<file path="config.mk">
export PLATFORM = sky130hd
export DESIGN_NAME = router_fsm_flat
export DESIGN_NICKNAME = d
export VERILOG_FILES = /design/src/rtl/router_fsm_pkg.sv /design/src/rtl/router_fsm_if.sv /design/src/rtl/router_fsm.sv /design/src/flat_wrapper.sv
export SDC_FILE = /design/constraint.sdc
export NUM_CORES = 1
export LEC_CHECK = 0
export BUFFER_PORTS_ARGS = -buffer_cell sky130_fd_sc_hd__clkbuf_2
export CAP_MARGIN = 40
export CORE_UTILIZATION = 35
export DETAILED_ROUTE_END_ITERATION = 6
export PLACE_DENSITY_LB_ADDON = 0.15
export SYNTH_ARGS = -nofsm -noshare
export SYNTH_HDL_FRONTEND = slang
export SYNTH_SLANG_ARGS = --single-unit
</file>
<file path="constraint.sdc">
create_clock -name clk -period 2.1 [get_ports clk]
set_clock_uncertainty 0.2 [all_clocks]
set_input_delay 0.21 -clock clk [delete_from_list [all_inputs] [get_ports clk]]
set_output_delay 0.21 -clock clk [all_outputs]
set_load 0.01 [all_outputs]
</file>
<file path="src/rtl/router_fsm_pkg.sv">
// router_pkg: shared types and constants for the 1x3 router control path.
//   router_state_t   - packet-control FSM state encoding (DECODE_ADDRESS = 0)
//   ADDR_INVALID     - header address that no port answers to
//   DEF_WAIT_TIMEOUT - default WAIT_TILL_EMPTY drop limit
//   pick3()          - select one of three per-port flags by address
package router_pkg;

  typedef enum logic [2:0] {
    DECODE_ADDRESS     = 3'd0,
    LOAD_FIRST_DATA    = 3'd1,
    LOAD_DATA          = 3'd2,
    FIFO_FULL_STATE    = 3'd3,
    LOAD_AFTER_FULL    = 3'd4,
    LOAD_PARITY        = 3'd5,
    CHECK_PARITY_ERROR = 3'd6,
    WAIT_TILL_EMPTY    = 3'd7
  } router_state_t;

  localparam logic [1:0] ADDR_INVALID     = 2'b11;
  localparam int         DEF_WAIT_TIMEOUT = 64;

  // Address 3 selects nothing, so it reads as 0 (not empty / no soft reset).
  function automatic logic pick3(input logic [1:0] a, input logic [2:0] v);
    logic r;
    r = 1'b0;
    case (a)
      2'd0:    r = v[0];
      2'd1:    r = v[1];
      2'd2:    r = v[2];
      default: r = 1'b0;
    endcase
    return r;
  endfunction

endpackage

</file>
<file path="src/rtl/router_fsm_if.sv">
// router_fsm_if: control bundle between the router FSM and its neighbours
// (source, synchronizer, register stage).
//   master - environment side: drives packet/FIFO status, observes controls
//   slave  - FSM side: consumes status, drives busy/detect_add/phase strobes
interface router_fsm_if;
  logic       pkt_valid;
  logic [1:0] data_in;
  logic       fifo_full;
  logic       fifo_empty_0, fifo_empty_1, fifo_empty_2;
  logic       soft_reset_0, soft_reset_1, soft_reset_2;
  logic       parity_done;
  logic       low_pkt_valid;
  logic       busy;
  logic       detect_add;
  logic       lfd_state;
  logic       ld_state;
  logic       laf_state;
  logic       full_state;
  logic       write_enb_reg;
  logic       rst_int_reg;
  logic       drop_pkt;

  modport master (
    output pkt_valid, data_in, fifo_full,
           fifo_empty_0, fifo_empty_1, fifo_empty_2,
           soft_reset_0, soft_reset_1, soft_reset_2,
           parity_done, low_pkt_valid,
    input  busy, detect_add, lfd_state, ld_state, laf_state, full_state,
           write_enb_reg, rst_int_reg, drop_pkt
  );

  modport slave (
    input  pkt_valid, data_in, fifo_full,
           fifo_empty_0, fifo_empty_1, fifo_empty_2,
           soft_reset_0, soft_reset_1, soft_reset_2,
           parity_done, low_pkt_valid,
    output busy, detect_add, lfd_state, ld_state, laf_state, full_state,
           write_enb_reg, rst_int_reg, drop_pkt
  );
endinterface

</file>
<file path="src/rtl/router_fsm.sv">
// router_fsm: packet-control Moore FSM of the 1x3 router.
// Ports:
//   clk  - router clock, rising edge
//   rst  - asynchronous active-low reset
//   bus  - router_fsm_if.slave: header/FIFO/soft-reset status in,
//          busy/detect_add/lfd/ld/laf/full/write_enb_reg/rst_int_reg/drop_pkt out
// Parameter WAIT_TIMEOUT: cycles in WAIT_TILL_EMPTY before a drop.
// Build macro ROUTER_FSM_WAIT_TIMEOUT_EN enables the wait-timeout drop;
// without it WAIT_TILL_EMPTY waits forever and drop_pkt is 0.
module router_fsm
  import router_pkg::*;
#(
  parameter int WAIT_TIMEOUT = DEF_WAIT_TIMEOUT
) (
  input logic        clk,
  input logic        rst,
  router_fsm_if.slave bus
);

  // 8-bit wait counter bounds the usable range.
  if (WAIT_TIMEOUT < 1 || WAIT_TIMEOUT > 256) begin : g_bad_wait_timeout
    $error("router_fsm: WAIT_TIMEOUT must be in 1..256");
  end

  router_state_t state_q, state_d;
  logic [1:0]    addr_q, addr_d;
  logic [1:0]    sel_addr;
  logic          sel_empty, sel_soft;
  logic          hdr_ok;

  // Header address is only known from data_in while still decoding.
  assign sel_addr  = (state_q == DECODE_ADDRESS) ? bus.data_in : addr_q;
  assign sel_empty = pick3(sel_addr, {bus.fifo_empty_2, bus.fifo_empty_1, bus.fifo_empty_0});
  assign sel_soft  = pick3(sel_addr, {bus.soft_reset_2, bus.soft_reset_1, bus.soft_reset_0});
  assign hdr_ok    = bus.pkt_valid && (bus.data_in != ADDR_INVALID);

  always_comb begin
    addr_d = addr_q;
    if (state_q == DECODE_ADDRESS && hdr_ok) addr_d = bus.data_in;
  end

`ifdef ROUTER_FSM_WAIT_TIMEOUT_EN
  logic [7:0] wcnt_q, wcnt_d;
  logic       drop_q, drop_d;
  logic       wait_expired;

  assign wait_expired = (wcnt_q == 8'(WAIT_TIMEOUT - 1));

  // Counter is held at 0 outside WAIT, so it starts from 0 on every entry.
  always_comb begin
    wcnt_d = (state_q == WAIT_TILL_EMPTY) ? wcnt_q + 8'd1 : 8'd0;
    drop_d = (state_q == WAIT_TILL_EMPTY) && !sel_empty && !sel_soft && wait_expired;
  end

  always_ff @(posedge clk or negedge rst) begin
    if (!rst) begin
      wcnt_q <= 8'd0;
      drop_q <= 1'b0;
    end else begin
      wcnt_q <= wcnt_d;
      drop_q <= drop_d;
    end
  end

  // Registered so the pulse lands on the first DECODE_ADDRESS cycle.
  assign bus.drop_pkt = drop_q;
`else
  assign bus.drop_pkt = 1'b0;
`endif

  // State register
  always_ff @(posedge clk or negedge rst) begin
    if (!rst) begin
      state_q <= DECODE_ADDRESS;
      addr_q  <= 2'd0;
    end else begin
      state_q <= state_d;
      addr_q  <= addr_d;
    end
  end

  // Next-state logic
  always_comb begin
    state_d = state_q;
    case (state_q)
      DECODE_ADDRESS: begin
        if (hdr_ok) state_d = sel_empty ? LOAD_FIRST_DATA : WAIT_TILL_EMPTY;
      end
      LOAD_FIRST_DATA: state_d = LOAD_DATA;
      LOAD_DATA: begin
        if (bus.fifo_full)       state_d = FIFO_FULL_STATE;
        else if (!bus.pkt_valid) state_d = LOAD_PARITY;
      end
      FIFO_FULL_STATE: begin
        if (!bus.fifo_full) state_d = LOAD_AFTER_FULL;
      end
      LOAD_AFTER_FULL: begin
        if (bus.parity_done)        state_d = DECODE_ADDRESS;
        else if (bus.low_pkt_valid) state_d = LOAD_PARITY;
        else                        state_d = LOAD_DATA;
      end
      LOAD_PARITY:        state_d = CHECK_PARITY_ERROR;
      CHECK_PARITY_ERROR: state_d = bus.fifo_full ? FIFO_FULL_STATE : DECODE_ADDRESS;
      WAIT_TILL_EMPTY: begin
        if (sel_empty) state_d = LOAD_FIRST_DATA;
`ifdef ROUTER_FSM_WAIT_TIMEOUT_EN
        else if (wait_expired) state_d = DECODE_ADDRESS;
`endif
      end
      default: state_d = DECODE_ADDRESS;
    endcase
    // Soft reset of the addressed port aborts the packet from any state.
    if (state_q != DECODE_ADDRESS && sel_soft) state_d = DECODE_ADDRESS;
  end

  // Output decode
  always_comb begin
    bus.busy          = 1'b0;
    bus.detect_add    = 1'b0;
    bus.lfd_state     = 1'b0;
    bus.ld_state      = 1'b0;
    bus.laf_state     = 1'b0;
    bus.full_state    = 1'b0;
    bus.write_enb_reg = 1'b0;
    bus.rst_int_reg   = 1'b0;
    case (state_q)
      DECODE_ADDRESS:  bus.detect_add = 1'b1;
      LOAD_FIRST_DATA: begin bus.lfd_state = 1'b1; bus.busy = 1'b1; end
      LOAD_DATA:       begin bus.ld_state = 1'b1; bus.write_enb_reg = 1'b1; end
      FIFO_FULL_STATE: begin bus.full_state = 1'b1; bus.busy = 1'b1; end
      LOAD_AFTER_FULL: begin
        bus.laf_state = 1'b1; bus.busy = 1'b1; bus.write_enb_reg = 1'b1;
      end
      LOAD_PARITY:        begin bus.busy = 1'b1; bus.write_enb_reg = 1'b1; end
      CHECK_PARITY_ERROR: begin bus.rst_int_reg = 1'b1; bus.busy = 1'b1; end
      WAIT_TILL_EMPTY:    bus.busy = 1'b1;
      default:            bus.detect_add = 1'b1;
    endcase
  end

endmodule

</file>
<file path="src/flat_wrapper.sv">
// flat-port wrapper written by rule: the top's interface ports become plain ports
module router_fsm_flat import router_pkg::*;
#(
  parameter int WAIT_TIMEOUT = DEF_WAIT_TIMEOUT
)
  (clk, rst, bus_pkt_valid, bus_data_in, bus_fifo_full, bus_fifo_empty_0, bus_fifo_empty_1, bus_fifo_empty_2, bus_soft_reset_0, bus_soft_reset_1, bus_soft_reset_2, bus_parity_done, bus_low_pkt_valid, bus_busy, bus_detect_add, bus_lfd_state, bus_ld_state, bus_laf_state, bus_full_state, bus_write_enb_reg, bus_rst_int_reg, bus_drop_pkt);
  router_fsm_if bus_i ();
  input logic clk;
  input logic rst;
  input wire logic [$bits(bus_i.pkt_valid)-1:0] bus_pkt_valid;
  input wire logic [$bits(bus_i.data_in)-1:0] bus_data_in;
  input wire logic [$bits(bus_i.fifo_full)-1:0] bus_fifo_full;
  input wire logic [$bits(bus_i.fifo_empty_0)-1:0] bus_fifo_empty_0;
  input wire logic [$bits(bus_i.fifo_empty_1)-1:0] bus_fifo_empty_1;
  input wire logic [$bits(bus_i.fifo_empty_2)-1:0] bus_fifo_empty_2;
  input wire logic [$bits(bus_i.soft_reset_0)-1:0] bus_soft_reset_0;
  input wire logic [$bits(bus_i.soft_reset_1)-1:0] bus_soft_reset_1;
  input wire logic [$bits(bus_i.soft_reset_2)-1:0] bus_soft_reset_2;
  input wire logic [$bits(bus_i.parity_done)-1:0] bus_parity_done;
  input wire logic [$bits(bus_i.low_pkt_valid)-1:0] bus_low_pkt_valid;
  output wire logic [$bits(bus_i.busy)-1:0] bus_busy;
  output wire logic [$bits(bus_i.detect_add)-1:0] bus_detect_add;
  output wire logic [$bits(bus_i.lfd_state)-1:0] bus_lfd_state;
  output wire logic [$bits(bus_i.ld_state)-1:0] bus_ld_state;
  output wire logic [$bits(bus_i.laf_state)-1:0] bus_laf_state;
  output wire logic [$bits(bus_i.full_state)-1:0] bus_full_state;
  output wire logic [$bits(bus_i.write_enb_reg)-1:0] bus_write_enb_reg;
  output wire logic [$bits(bus_i.rst_int_reg)-1:0] bus_rst_int_reg;
  output wire logic [$bits(bus_i.drop_pkt)-1:0] bus_drop_pkt;
  assign bus_i.pkt_valid = bus_pkt_valid;
  assign bus_i.data_in = bus_data_in;
  assign bus_i.fifo_full = bus_fifo_full;
  assign bus_i.fifo_empty_0 = bus_fifo_empty_0;
  assign bus_i.fifo_empty_1 = bus_fifo_empty_1;
  assign bus_i.fifo_empty_2 = bus_fifo_empty_2;
  assign bus_i.soft_reset_0 = bus_soft_reset_0;
  assign bus_i.soft_reset_1 = bus_soft_reset_1;
  assign bus_i.soft_reset_2 = bus_soft_reset_2;
  assign bus_i.parity_done = bus_parity_done;
  assign bus_i.low_pkt_valid = bus_low_pkt_valid;
  assign bus_busy = bus_i.busy;
  assign bus_detect_add = bus_i.detect_add;
  assign bus_lfd_state = bus_i.lfd_state;
  assign bus_ld_state = bus_i.ld_state;
  assign bus_laf_state = bus_i.laf_state;
  assign bus_full_state = bus_i.full_state;
  assign bus_write_enb_reg = bus_i.write_enb_reg;
  assign bus_rst_int_reg = bus_i.rst_int_reg;
  assign bus_drop_pkt = bus_i.drop_pkt;
  router_fsm #(.WAIT_TIMEOUT(WAIT_TIMEOUT)) u_core (.clk(clk), .rst(rst), .bus(bus_i));
endmodule
</file>
==> results of run 1 <==
-- state kept, by name (all words and copies together) (netlist names) --
register	cells
u_core.addr_q	2
u_core.state_q	3
-- kinds of logic (layout without fill, tap and decap cells) --
kind of cell           after synthesis  after routing
buffers and inverters                6             30
other                                1              1
muxes                                3              3
AOI/OAI and AO/OA                   19             19
DFF                                  5              5
and+or+nand+nor                     27             27
-- routing by layer --
| metal | part of all wire (%) | track usage, % |
|---|---|---|
| met1 | 46 | 21.0 |
| met2 | 47 | 28.2 |
| met3 | 6.8 | 8.89 |
| met4 | 0.34 | 5.00 |
| met5 | 0 | 0 |
-- metrics by stage --
stage | total power [W] | area [µm²]
floorplan | 0.000589 | 510
global placement | 0.000723 | 618
detailed placement | 0.000728 | 618
CTS | 0.000855 | 656
global route | 0.000924 | 656
finish | 0.000840 | 656
-- layout make-up --
| type | instances | area (µm²) | area share [%] |
|---|---|---|---|
| inverters | 2 | 7.51 | 1.15 |
| clock inverters | 1 | 5.00 | 0.763 |
| repair buffers | 24 | 130 | 19.8 |
| clock buffers | 3 | 22.5 | 3.44 |
| multi-input cells | 50 | 347 | 52.9 |
| flip-flops and latches | 5 | 125 | 19.1 |
| well taps | 15 | 18.8 | 2.86 |
-- power breakdown --
part           switching [W]  internal (W)  total (W)
Combinational       0.000259      0.000251   0.000510
Clock              0.0000458     0.0000692   0.000115
Sequential         0.0000744      0.000140   0.000215
Total               0.000379      0.000461   0.000840
-- placed cells by master (no fill, tap or decap), types with 2 or more instances in the layout --
cell      netlist  layout
a21oi_1         3       3
buf_4           2       2
clkbuf_2        0      21
clkbuf_4        0       3
dfrtp_1         5       5
mux2i_1         3       3
nand2_1         6       6
nand2b_1        4       4
nand3_1         2       2
nand3b_1        2       2
nor2_1          6       6
o21ai_0         2       2
o22a_1          2       2
-- repair_timing --
action / 4_1_cts / 5_1_grt
resized for setup: 0 / 0
hold buffers: 1 / 0
hold endpoints to repair: 5 / 0
-- worst paths after layout --
path	from	to	slack, ns
setup / recovery	u_core.state_q[2]	bus_write_enb_reg	0.30
hold / removal	bus_data_in[0]	u_core.addr_q[0]	0.06
setup reg to reg	u_core.state_q[0]	u_core.state_q[0]	0.36
hold reg to reg	u_core.addr_q[1]	u_core.addr_q[1]	0.44
max in group asynchronous	rst	u_core.addr_q[1]	1.46
min in group asynchronous	rst	u_core.state_q[2]	0.11
==> qor.txt, run 1 <==
Clock sinks - 5
Placer congestion estimate - 0.767
Synth Warn # - 0
First-pass GRT wire length - 1810 µm
Crit path kind - flip-flop to output pin
H-tree levels - 1
Setup_tns - 0 ns
Wire length per cell - 11.8 µm
Commonest cells in the netlist - nand2_1 (6), nor2_1 (6), dfrtp_1 (5), nand2b_1 (4)
Post-synth EDFFs - 0
Remaining DRCs - 0
Type of the worst min-delay path - primary input to flip-flop
Hold Slack - 0.0611 ns
Fmax - 0.554 GHz
Final Slew Violations - 0
Vias in the first global route - 430
Critical path cell sequence - buf_4 > nand2b_1 > o21ai_0 > clkbuf_2
PnR worst setup slack - 0.296 ns
Syn Nets - 75
Leakage - 0.327 nW
Tot GR Track Use - 17.8%
Yosys top cell area share - 24.5%
Reg2reg path depth - 4
Initial antenna violation count - 0
Placed cells - 95
Delay-heaviest family, CP - flip-flops
Synthesized area per cell - 8.37 µm²
DRT iter0 DRCs - 10
Synth Area in Simple Gates - 29.2%
Drt pass-1 iters - 4
Cells after Synth - 61
Unrepaired setup endpoints after global routing - false
Main combinational cell family by area after synthesis - compound AO/OA/AOI/OAI gates
Worst VDD drop - 0.616 mV
Post-synthesis sequential area ratio - 24.5%
Non-Filler Instances - 100
Top post-synthesis cells by area - dfrtp_1 (25%), mux2i_1 (5.9%), nand2b_1 (4.9%), nand2_1 (4.4%), nor2_1 (4.4%)
Multiplexer share of the synthesized area - 5.88%
Yosys reg bits - 5
Largest net degree at the start of global routing - 14
TritonCTS buffer count - 3
Crit-path slowest cell - dfrtp_1
Site row count - 13
Compound-Gate Fraction of Synth Area - 32.1%
Area of the die - 1620 µm²
Area leader, netlist - dfrtp_1
Routed Antenna Nets - 0
Adder-Cell Fraction of Synth Area - 0%
Root buf cell - clkbuf_4
Core ar. - 1330 µm²
Final core occ - 49.2%
Via count - 532
Setup Buffers After CTS - 0
Cell variety after synth - 35
Synth Area in XOR/XNOR - 0%
Clock latency on the worst-skew pair - 0.25 ns
# fillers - 134
ANT cells - 0
CTS tree - built
Total gr overflow - 0
Nature of the critical path startpoint - flip-flop
Asr flop ratio synth - 100%
# port buffers - 21
# Max-Cap Violations - 0
Layout cell share with drive strength beyond 1 - 41.2%
Final setup viols - 0
Top-level port count - 23
Final wirelength - 1180 µm
Worst Path Max Fanout - 8
Initial Util - 38.3%
Worst slack at placement - 0.361 ns
Die Wd - 40.2 µm
Top FF cell, synth - dfrtp_1
Overall die height - 40.2 µm
CP arrival - 1.39 ns
Post-DP HPWL - 949 µm
Slowest Stage Delay on Critical Path - 0.40 ns
Power Dens Cells - 1280 nW/µm²
Ratio of final minimum period to clock period - 85.9%
Via/cell ratio - 5.32
Outcome - completed
Min Tclk post-route - 1.80 ns
Area grow syn2layout - 28.4%
Final hold vios - 0
# nets final - 100
Clock-pin slew on the worst setup and hold paths - 0.05 ns
Critical Path RT - 1.69 ns
Stages on worst setup path - 4
Crit. End Element - output pin
Bufs and invs on worst path - 2
Bufs on Longest Clock Path - 2
Mapped Area - 510 µm²
Hold Path Stages - 2
Note: power is estimated with default switching activity, not from simulation.
==> inputs of run 2 (changes only) <==
Settings changed: GPL_TIMING_DRIVEN set to 0.
==> run 2 against run 1 <==
Global-route usage down 1.7 points. Non-clock buffer count up 2. Sequential share of layout area down 0.43 points. Largest cell class unchanged. Highest routed layer is now met3.
==> qor.txt, run 2 (synthesized netlist as in run 1, its figures left out) <==
Outcome - completed
Fmax - 0.593 GHz
Type of the worst min-delay path - primary input to flip-flop
Wire length per cell - 10.6 µm
Placed cells - 97
Critical Path RT - 1.69 ns
Non-Filler Instances - 102
Worst Hold Launch - bus_data_in[0]
Clock sinks - 5
Stages on worst setup path - 4
Overall Power - 0.000844 W
Vias in the first global route - 429
Cts repair resizes - 0
Area grow syn2layout - 31.4%
Die Wd - 40.2 µm
Delay-heaviest family, CP - flip-flops
Worst VDD drop - 0.628 mV
Most frequent cells in the layout - clkbuf_2 (21), nor2_1 (6), nand2_1 (6)
Via count - 517
Routed Antenna Nets - 0
Final Slew Violations - 0
Final setup viols - 0
# port buffers - 21
Area of the die - 1620 µm²
Core ar. - 1330 µm²
Hold Path Stages - 2
Setup_tns - 0 ns
Setup Buffers After CTS - 0
Placer congestion estimate - 0.716
CP arrival - 1.28 ns
Final hold vios - 0
Ratio of final minimum period to clock period - 80.4%
ANT cells - 0
Unrepaired setup endpoints after global routing - false
Clock latency on the worst-skew pair - 0.23 ns
Critical path cell sequence - buf_6 > nand2b_1 > o21ai_0 > clkbuf_2
CTS tree - built
DRT iter0 DRCs - 7
Max reg flops - 3
Bufs and invs on worst path - 2
# hold bufs at CTS - 1
Crit-path slowest cell - dfrtp_1
Top flop regs - u_core.state_q (3), u_core.addr_q (2)
# Max-Cap Violations - 0
Largest net degree at the start of global routing - 11
Bufs on Longest Clock Path - 2
# nets final - 102
H-tree levels - 1
Leakage - 0.335 nW
Root buf cell - clkbuf_4
Worst Path Max Fanout - 10
Clock-pin slew on the worst setup and hold paths - 0.04 ns
Initial antenna violation count - 0
Remaining DRCs - 0
Initial Util - 38.3%
Layout cell share with drive strength beyond 1 - 41.4%
Top-level port count - 23
First-pass GRT wire length - 1660 µm
Crit. End Element - output pin
Drt pass-1 iters - 4
TritonCTS buffer count - 3
Final wirelength - 1080 µm
Crit path kind - flip-flop to output pin
Worst reg2reg startpoint - u_core.state_q[0]
Critical Path Source - u_core.state_q[2]
Total gr overflow - 0
Min Tclk post-route - 1.69 ns
Post-DP HPWL - 884 µm
Reg with most FFs - u_core.state_q
Tot GR Track Use - 16.0%
Reg2reg path depth - 4
Nature of the critical path startpoint - flip-flop
Commonest non-fill, non-tap cell in the layout - clkbuf_2
Power Dens Cells - 1260 nW/µm²
Via/cell ratio - 5.07
Overall die height - 40.2 µm
Slowest Stage Delay on Critical Path - 0.36 ns
Site row count - 13
run 2: final timing paths:
check / end / slack, ns
setup / recovery: bus_write_enb_reg / 0.41
hold / removal: u_core.addr_q[0] / 0.08
setup reg to reg: u_core.state_q[0] / 0.46
hold reg to reg: u_core.addr_q[1] / 0.42
max in group asynchronous: u_core.addr_q[1] / 1.45
min in group asynchronous: u_core.state_q[1] / 0.12
run 2: stage by stage:
step	worst slack (ns)	utilization (%)	hold WS (ns)	cell area, µm²
after floorplan	0.540	-	-0.286	510
after global placement	0.446	47.6	-0.174	634
after detailed placement	0.469	47.6	-0.173	634
after CTS	0.390	50.3	0.0761	671
after global routing	0.310	50.3	0.102	671
final	0.412	50.3	0.0847	671
run 2: cell type report:
cell class	instances	area, µm²
buffer	4	31.3
inverter	2	7.51
fill	148	663
tap	15	18.8
sequential	5	125
clock buffer	4	26.3
timing repair buffer	22	115
multi-input combinational	50	347
run 2: routing by layer:
| layer | up-vias | wire length (µm) | share of wire [%] | global-route usage [%] |
|---|---|---|---|---|
| met5 | - | 0 | 0 | 0 |
| met3 | 0 | 39 | 3.6 | 3.33 |
| met1 | 227 | 556 | 52 | 20.9 |
| li1 | 278 | - | - | - |
| met4 | 0 | 0 | 0 | 10.0 |
| met2 | 12 | 481 | 45 | 23.8 |
run 2: where the power goes:
part           leakage, nW  switching [W]  internal, W
logic                0.258       0.000282     0.000261
clock network       0.0150      0.0000348    0.0000715
registers           0.0626      0.0000533     0.000141
